==> src/rtl/mcu_bus_bridge.sv <==
// mcu_bus_bridge: bridges the RV32I core data bus to NUM_SLV APB-style
// peripherals. Decodes the address into a one-hot slave select, runs a
// SETUP/ACCESS handshake honouring slave wait states, and answers
// unmapped addresses with a one-cycle error response.
// Optional build macro BUS_TIMEOUT_EN: bounds the ACCESS phase to
// TIMEOUT_CYC wait cycles and turns an expired wait into an error response.
module mcu_bus_bridge #(
    parameter int                ADDR_W      = 32,
    parameter int                DATA_W      = 32,
    parameter int                NUM_SLV     = 4,
    parameter int                SLV_ADDR_W  = 12,
    parameter logic [ADDR_W-1:0] BASE_ADDR   = 32'h1000_0000,
    parameter int                TIMEOUT_CYC = 16
) (
    input  logic                      clk,
    input  logic                      reset,
    input  logic                      busReq,
    input  logic                      busWe,
    input  logic [ADDR_W-1:0]         busAddr,
    input  logic [DATA_W-1:0]         busWData,
    input  logic [DATA_W/8-1:0]       Byte_Enable,
    output logic [DATA_W-1:0]         busRData,
    output logic                      busReady,
    output logic                      busErr,
    output logic [ADDR_W-1:0]         PADDR,
    output logic [DATA_W-1:0]         PWDATA,
    output logic [DATA_W/8-1:0]       PSTRB,
    output logic                      PWRITE,
    output logic [NUM_SLV-1:0]        PSEL,
    output logic                      PENABLE,
    input  logic [NUM_SLV*DATA_W-1:0] PRDATA,
    input  logic [NUM_SLV-1:0]        PREADY
);

    typedef enum logic [2:0] {IDLE, SETUP, ACCESS, DONE, ERR} state_t;

    state_t state;

    // Address decode. Subtraction wraps, so addresses below BASE_ADDR give a
    // huge index; the explicit >= test keeps them unmapped as well.
    logic [ADDR_W-1:0]  decOff;
    logic [ADDR_W-1:0]  decIdx;
    logic               decInRange;
    logic [NUM_SLV-1:0] decSel;

    assign decOff     = busAddr - BASE_ADDR;
    assign decIdx     = decOff >> SLV_ADDR_W;
    assign decInRange = (busAddr >= BASE_ADDR) && (decIdx < ADDR_W'(NUM_SLV));

    // The latched slave index is kept in one-hot form as PSEL itself, so the
    // response mux below is a masked OR instead of a variable part-select.
    logic [DATA_W-1:0]  rdMasked [NUM_SLV];
    logic [DATA_W-1:0]  selRData;
    logic               selReady;

    for (genvar gi = 0; gi < NUM_SLV; gi++) begin : gSlave
        assign decSel[gi]   = decInRange && (decIdx == ADDR_W'(gi));
        assign rdMasked[gi] = PSEL[gi] ? PRDATA[gi*DATA_W +: DATA_W] : '0;
    end

    // Only the selected slave's ready counts; others are masked out by PSEL.
    assign selReady = |(PREADY & PSEL);

    // OR-reduce the masked slave read data (at most one term is non-zero).
    always_comb begin
        selRData = '0;
        for (int i = 0; i < NUM_SLV; i++) begin
            selRData = selRData | rdMasked[i];
        end
    end

`ifdef BUS_TIMEOUT_EN
    localparam int CNT_W = $clog2(TIMEOUT_CYC + 1);
    logic [CNT_W-1:0] waitCnt;
`endif

    // Bridge FSM; every bus-side and P* output is a register written here.
    always_ff @(posedge clk or negedge reset) begin
        if (!reset) begin
            state    <= IDLE;
            PADDR    <= '0;
            PWDATA   <= '0;
            PSTRB    <= '0;
            PWRITE   <= 1'b0;
            PSEL     <= '0;
            PENABLE  <= 1'b0;
            busRData <= '0;
            busReady <= 1'b0;
            busErr   <= 1'b0;
`ifdef BUS_TIMEOUT_EN
            waitCnt  <= '0;
`endif
        end else begin
            case (state)
                IDLE: begin
                    if (busReq) begin
                        PADDR  <= busAddr;
                        PWDATA <= busWData;
                        PSTRB  <= busWe ? Byte_Enable : '0;
                        PWRITE <= busWe;
                        if (|decSel) begin
                            PSEL  <= decSel;
                            state <= SETUP;
                        end else begin
                            busReady <= 1'b1;
                            busErr   <= 1'b1;
                            state    <= ERR;
                        end
                    end
                end
                SETUP: begin
                    PENABLE <= 1'b1;
                    state   <= ACCESS;
`ifdef BUS_TIMEOUT_EN
                    waitCnt <= '0;
`endif
                end
                ACCESS: begin
                    if (selReady) begin
                        PSEL     <= '0;
                        PENABLE  <= 1'b0;
                        busReady <= 1'b1;
                        busErr   <= 1'b0;
                        busRData <= PWRITE ? '0 : selRData;
                        state    <= DONE;
                    end
`ifdef BUS_TIMEOUT_EN
                    // This edge would bring the count to TIMEOUT_CYC: give up.
                    else if (waitCnt == CNT_W'(TIMEOUT_CYC - 1)) begin
                        PSEL     <= '0;
                        PENABLE  <= 1'b0;
                        busReady <= 1'b1;
                        busErr   <= 1'b1;
                        busRData <= '0;
                        state    <= ERR;
                    end else begin
                        waitCnt <= waitCnt + 1'b1;
                    end
`endif
                end
                DONE, ERR: begin
                    // busReq is deliberately ignored here; it is re-sampled in IDLE.
                    busReady <= 1'b0;
                    busErr   <= 1'b0;
                    busRData <= '0;
                    state    <= IDLE;
                end
                default: begin
                    state <= IDLE;
                end
            endcase
        end
    end

endmodule

==> config.mk <==
export PLATFORM = sky130hd
export DESIGN_NAME = mcu_bus_bridge
export DESIGN_NICKNAME = d
export VERILOG_FILES = /design/src/rtl/mcu_bus_bridge.sv
export SDC_FILE = /design/constraint.sdc
export NUM_CORES = 1
export LEC_CHECK = 0
export CORE_MARGIN = 8
export CORE_UTILIZATION = 40
export DETAILED_ROUTE_END_ITERATION = 12
export GPL_ROUTABILITY_DRIVEN = 0
export GPL_TIMING_DRIVEN = 0
export HOLD_SLACK_MARGIN = 0.15
export PLACE_DENSITY = 0.87
export SETUP_SLACK_MARGIN = 0.5
export SLEW_MARGIN = 0
export SYNTH_ARGS = -nofsm -noshare
export SYNTH_HDL_FRONTEND = slang
export SYNTH_SLANG_ARGS = --single-unit
==> constraint.sdc <==
create_clock -name clk -period 4.1 [get_ports clk]
set_clock_uncertainty 0.2 [all_clocks]
set_input_delay 0.82 -clock clk [delete_from_list [all_inputs] [get_ports clk]]
set_output_delay 0.82 -clock clk [all_outputs]
set_load 0.01 [all_outputs]
==> reports/qor.txt <==
Setup_tns = 0 ns
Vias after detailed routing = 5283
Mean Syn Cell Area = 9.45 um^2
Antenna cells = 0
Clk root buf = clkbuf_16
Number of global-route vias before repair = 5649
Die height = 129 um
Drt drc = 0
Power per Cell Area = 310 nW/um^2
Final setup fails = 0
Core Area = 12500 um^2
Final core occ = 69.6%
DR pass1 iterations = 5
FF-to-FF setup slack = 1.70 ns
Status = completed
Layout area overhead = 71.4%
Longest Clk Path Bufs = 2
Share of post-route cells with drive strength above 1 = 6.71%
Crit-path max FO = 4
Tcrit/Tclk final = 72.7%
Hold WS = 0.270 ns
Number of cells on the worst hold path = 2
Post-Syn Nets = 742
Min Tclk post-route = 2.98 ns
Fmax = 0.336 GHz
Hold crit path type = flop to flop
Maximum vdd drop = 0.236 mV
Clock Sink Count = 111
Critical Path AT = 3.03 ns
First-pass GRT wire length = 31000 um
Top Family by Delay on Critical Path = simple AND/OR/NAND/NOR gates
Post-CTS setup buffer count = 0
Leak pwr = 3.79 nW
GRT Overall Usage = 24.2%
Post_cts resized = 0
Sequential cell area = 2780 um^2
Multi-input logic area = 2120 um^2
Aggregate global routing overflow = 0
FILL cells = 963
Post-synthesis sequential area ratio = 54.6%
Die area = 16600 um^2
Least-Margin Pin Slew = 0.839 ns
Max Cap Violations = 0
Vias per cell = 5.09
CP Buf/Inv Count = 1
Slew Limit Headroom = 44.0%
Cell row count = 41
Die Span X = 129 um
I/O Buffers = 311
Flops & latches, synth = 111
DRT Wirelength = 20400 um
Fin worst setup slack = 1.12 ns
Tot Pwr = 2.70 mW
Startpoint types = input port
CP endpoint kind = flop
Place WS = 0.738 ns
Post-DP HPWL = 16500 um
Number of distinct library cells after synthesis = 35
R2R depth = 6
Crit Reg-Reg Startpoint = state[2]$_DFFE_PN0P_
Cell Chain, Critical Path = clkdlybuf4s50_1, nor4_1, nand4b_1, nor3_1, mux2i_1
Routed len/inst = 19.7 um
Post-synthesis cell area = 5080 um^2
H-tree levels = 3
Clk slew on worst S/H paths = 0.07 ns
Hold Crit Endpoint = PSTRB[1]$_DFFE_PN0P_
DR iter-0 viols = 257
Synth warn = 0
Clk_lat worst skew = 0.34 ns
Crit path required time = 4.15 ns
Setup CP Type = input port to flop
Hold Buf Count CTS = 0
I/O pins = 312
Hold Crit Start = PSTRB[1]$_DFFE_PN0P_
Starting Density = 40.6%
Gate Count Post-Synth = 538
Critical Path Max Stage Delay = 0.74 ns
Slew Limit Fails = 0
Reg-to-reg endpoint = PADDR[25]$_DFFE_PN0P_
Slowest CP cell = nor3_1
CTS tree = done
Largest net degree at the start of global routing = 67
Nets = 1065
RSZ-0062 raised after global routing = false
CTS Buf Count = 9
Final Hold Fails = 0
Initial antenna violation count = 0
Final ANT Viol Nets = 0
[worst max-delay path by stage]
stage | start | to | slack [ns] | cells past startpoint
after floorplan | PREADY[2] | busRData[0]$_DFFE_PN0P_ | 1.62 | 5
after global placement | reset | busRData[15]$_DFFE_PN0P_ | -2.27 | 1
after detailed placement | busAddr[18] | PSEL[1]$_DFFE_PN0P_ | 0.74 | 5
after CTS | busAddr[18] | PSEL[1]$_DFFE_PN0P_ | 1.09 | 5
after global routing | busAddr[20] | PSEL[3]$_DFFE_PN0P_ | 0.97 | 5
final | busAddr[18] | PSEL[1]$_DFFE_PN0P_ | 1.12 | 5
[worst min-delay path, delay by kind of cell, from the launching register on]
family	cells	cell delay [ns]
simple gates	2	0.10
flops	1	0.34
[cells in the mapped netlist]
cell       number  area [um^2]
nand2_1       209          785
dfrtp_1       111         2780
a22oi_1        64          480
a21oi_1        34          170
clkbuf_1       27          101
mux2_2         26          293
nor2_1         10         37.5
buf_2           9         45.0
mux2_1          6         67.6
mux2i_1         4         40.0
nand3_1         4         20.0
nor4_1          4         25.0
buf_6           3         33.8
nor3_1          3         15.0
a22o_1          2         17.5
nand2b_1        2         12.5
or2_2           2         12.5
a211oi_1        1         7.51
a21oi_4         1         16.3
a221o_1         1         10.0
a2bb2oi_1       1         8.76
and2_1          1         6.26
buf_1           1         3.75
nand3b_1        1         7.51
nand4b_1        1         8.76
nor2b_1         1         6.26
nor3b_1         1         7.51
nor4b_2         1         15.0
o211ai_1        1         7.51
o21a_1          1         7.51
o21ai_0         1         5.00
o31ai_1         1         7.51
or3_1           1         6.26
or3_4           1         11.3
xnor2_1         1         8.76
[flip-flops by register name (all words and copies together) (netlist names), 3 cells and up]
signal and cells:
PADDR 32, PSTRB 4, busRData 32, PWDATA 32, state 3, PSEL 4
[layout make-up]
| cell class | count | area share [%] |
|---|---|---|
| plain buffers | 40 | 2.11 |
| clock buffers | 13 | 2.99 |
| repair buffers | 312 | 36.0 |
| clock inverters | 2 | 0.187 |
| flip-flops and latches | 111 | 31.9 |
| multi-input cells | 387 | 24.4 |
| well taps | 172 | 2.47 |
[cell families (layout without fill, tap and decap cells)]
logic type | count (synthesis) | in the layout | share of synthesized area (%)
xor+xnor | 1 | 1 | 0.172
mux | 36 | 36 | 7.87
compound gates | 108 | 108 | 14.5
flops | 111 | 111 | 54.6
buf+inv | 40 | 367 | 3.62
simple gates | 242 | 242 | 19.2
[metal layers]
layer  wire, um  track usage [%]
met2      10300             42.5
met3       2580             11.3
met1       7200             25.2
met4        352             7.46
met5          0                0
[per-stage QoR]
stage	area [um^2]	instances
global route	8710	1037
CTS	8710	1037
finish	8710	1037
global placement	8410	1021
floorplan	5080	538
detailed placement	8440	1022
[layout by cell type (no fill, tap or decap), drive strengths merged, types with 2 or more instances in the layout]
cell / synthesis / layout
buf: 13 / 15
a22oi: 64 / 64
clkbuf: 27 / 40
nand3: 4 / 4
clkdlybuf4s50: 0 / 310
or2: 2 / 2
nand2b: 2 / 2
dfrtp: 111 / 111
or3: 2 / 2
mux2i: 4 / 4
nor3: 3 / 3
nor2: 10 / 10
a21oi: 35 / 35
nand2: 209 / 209
mux2: 32 / 32
a22o: 2 / 2
nor4: 4 / 4
[report_power, final]
part | leakage (nW) | internal, mW | switching, mW
logic | 2.23 | 0.382 | 0.265
clock network | 0.132 | 0.444 | 0.371
registers | 1.43 | 1.19 | 0.0557
total | 3.79 | 2.01 | 0.691
Power figures use the tool's default switching activity.
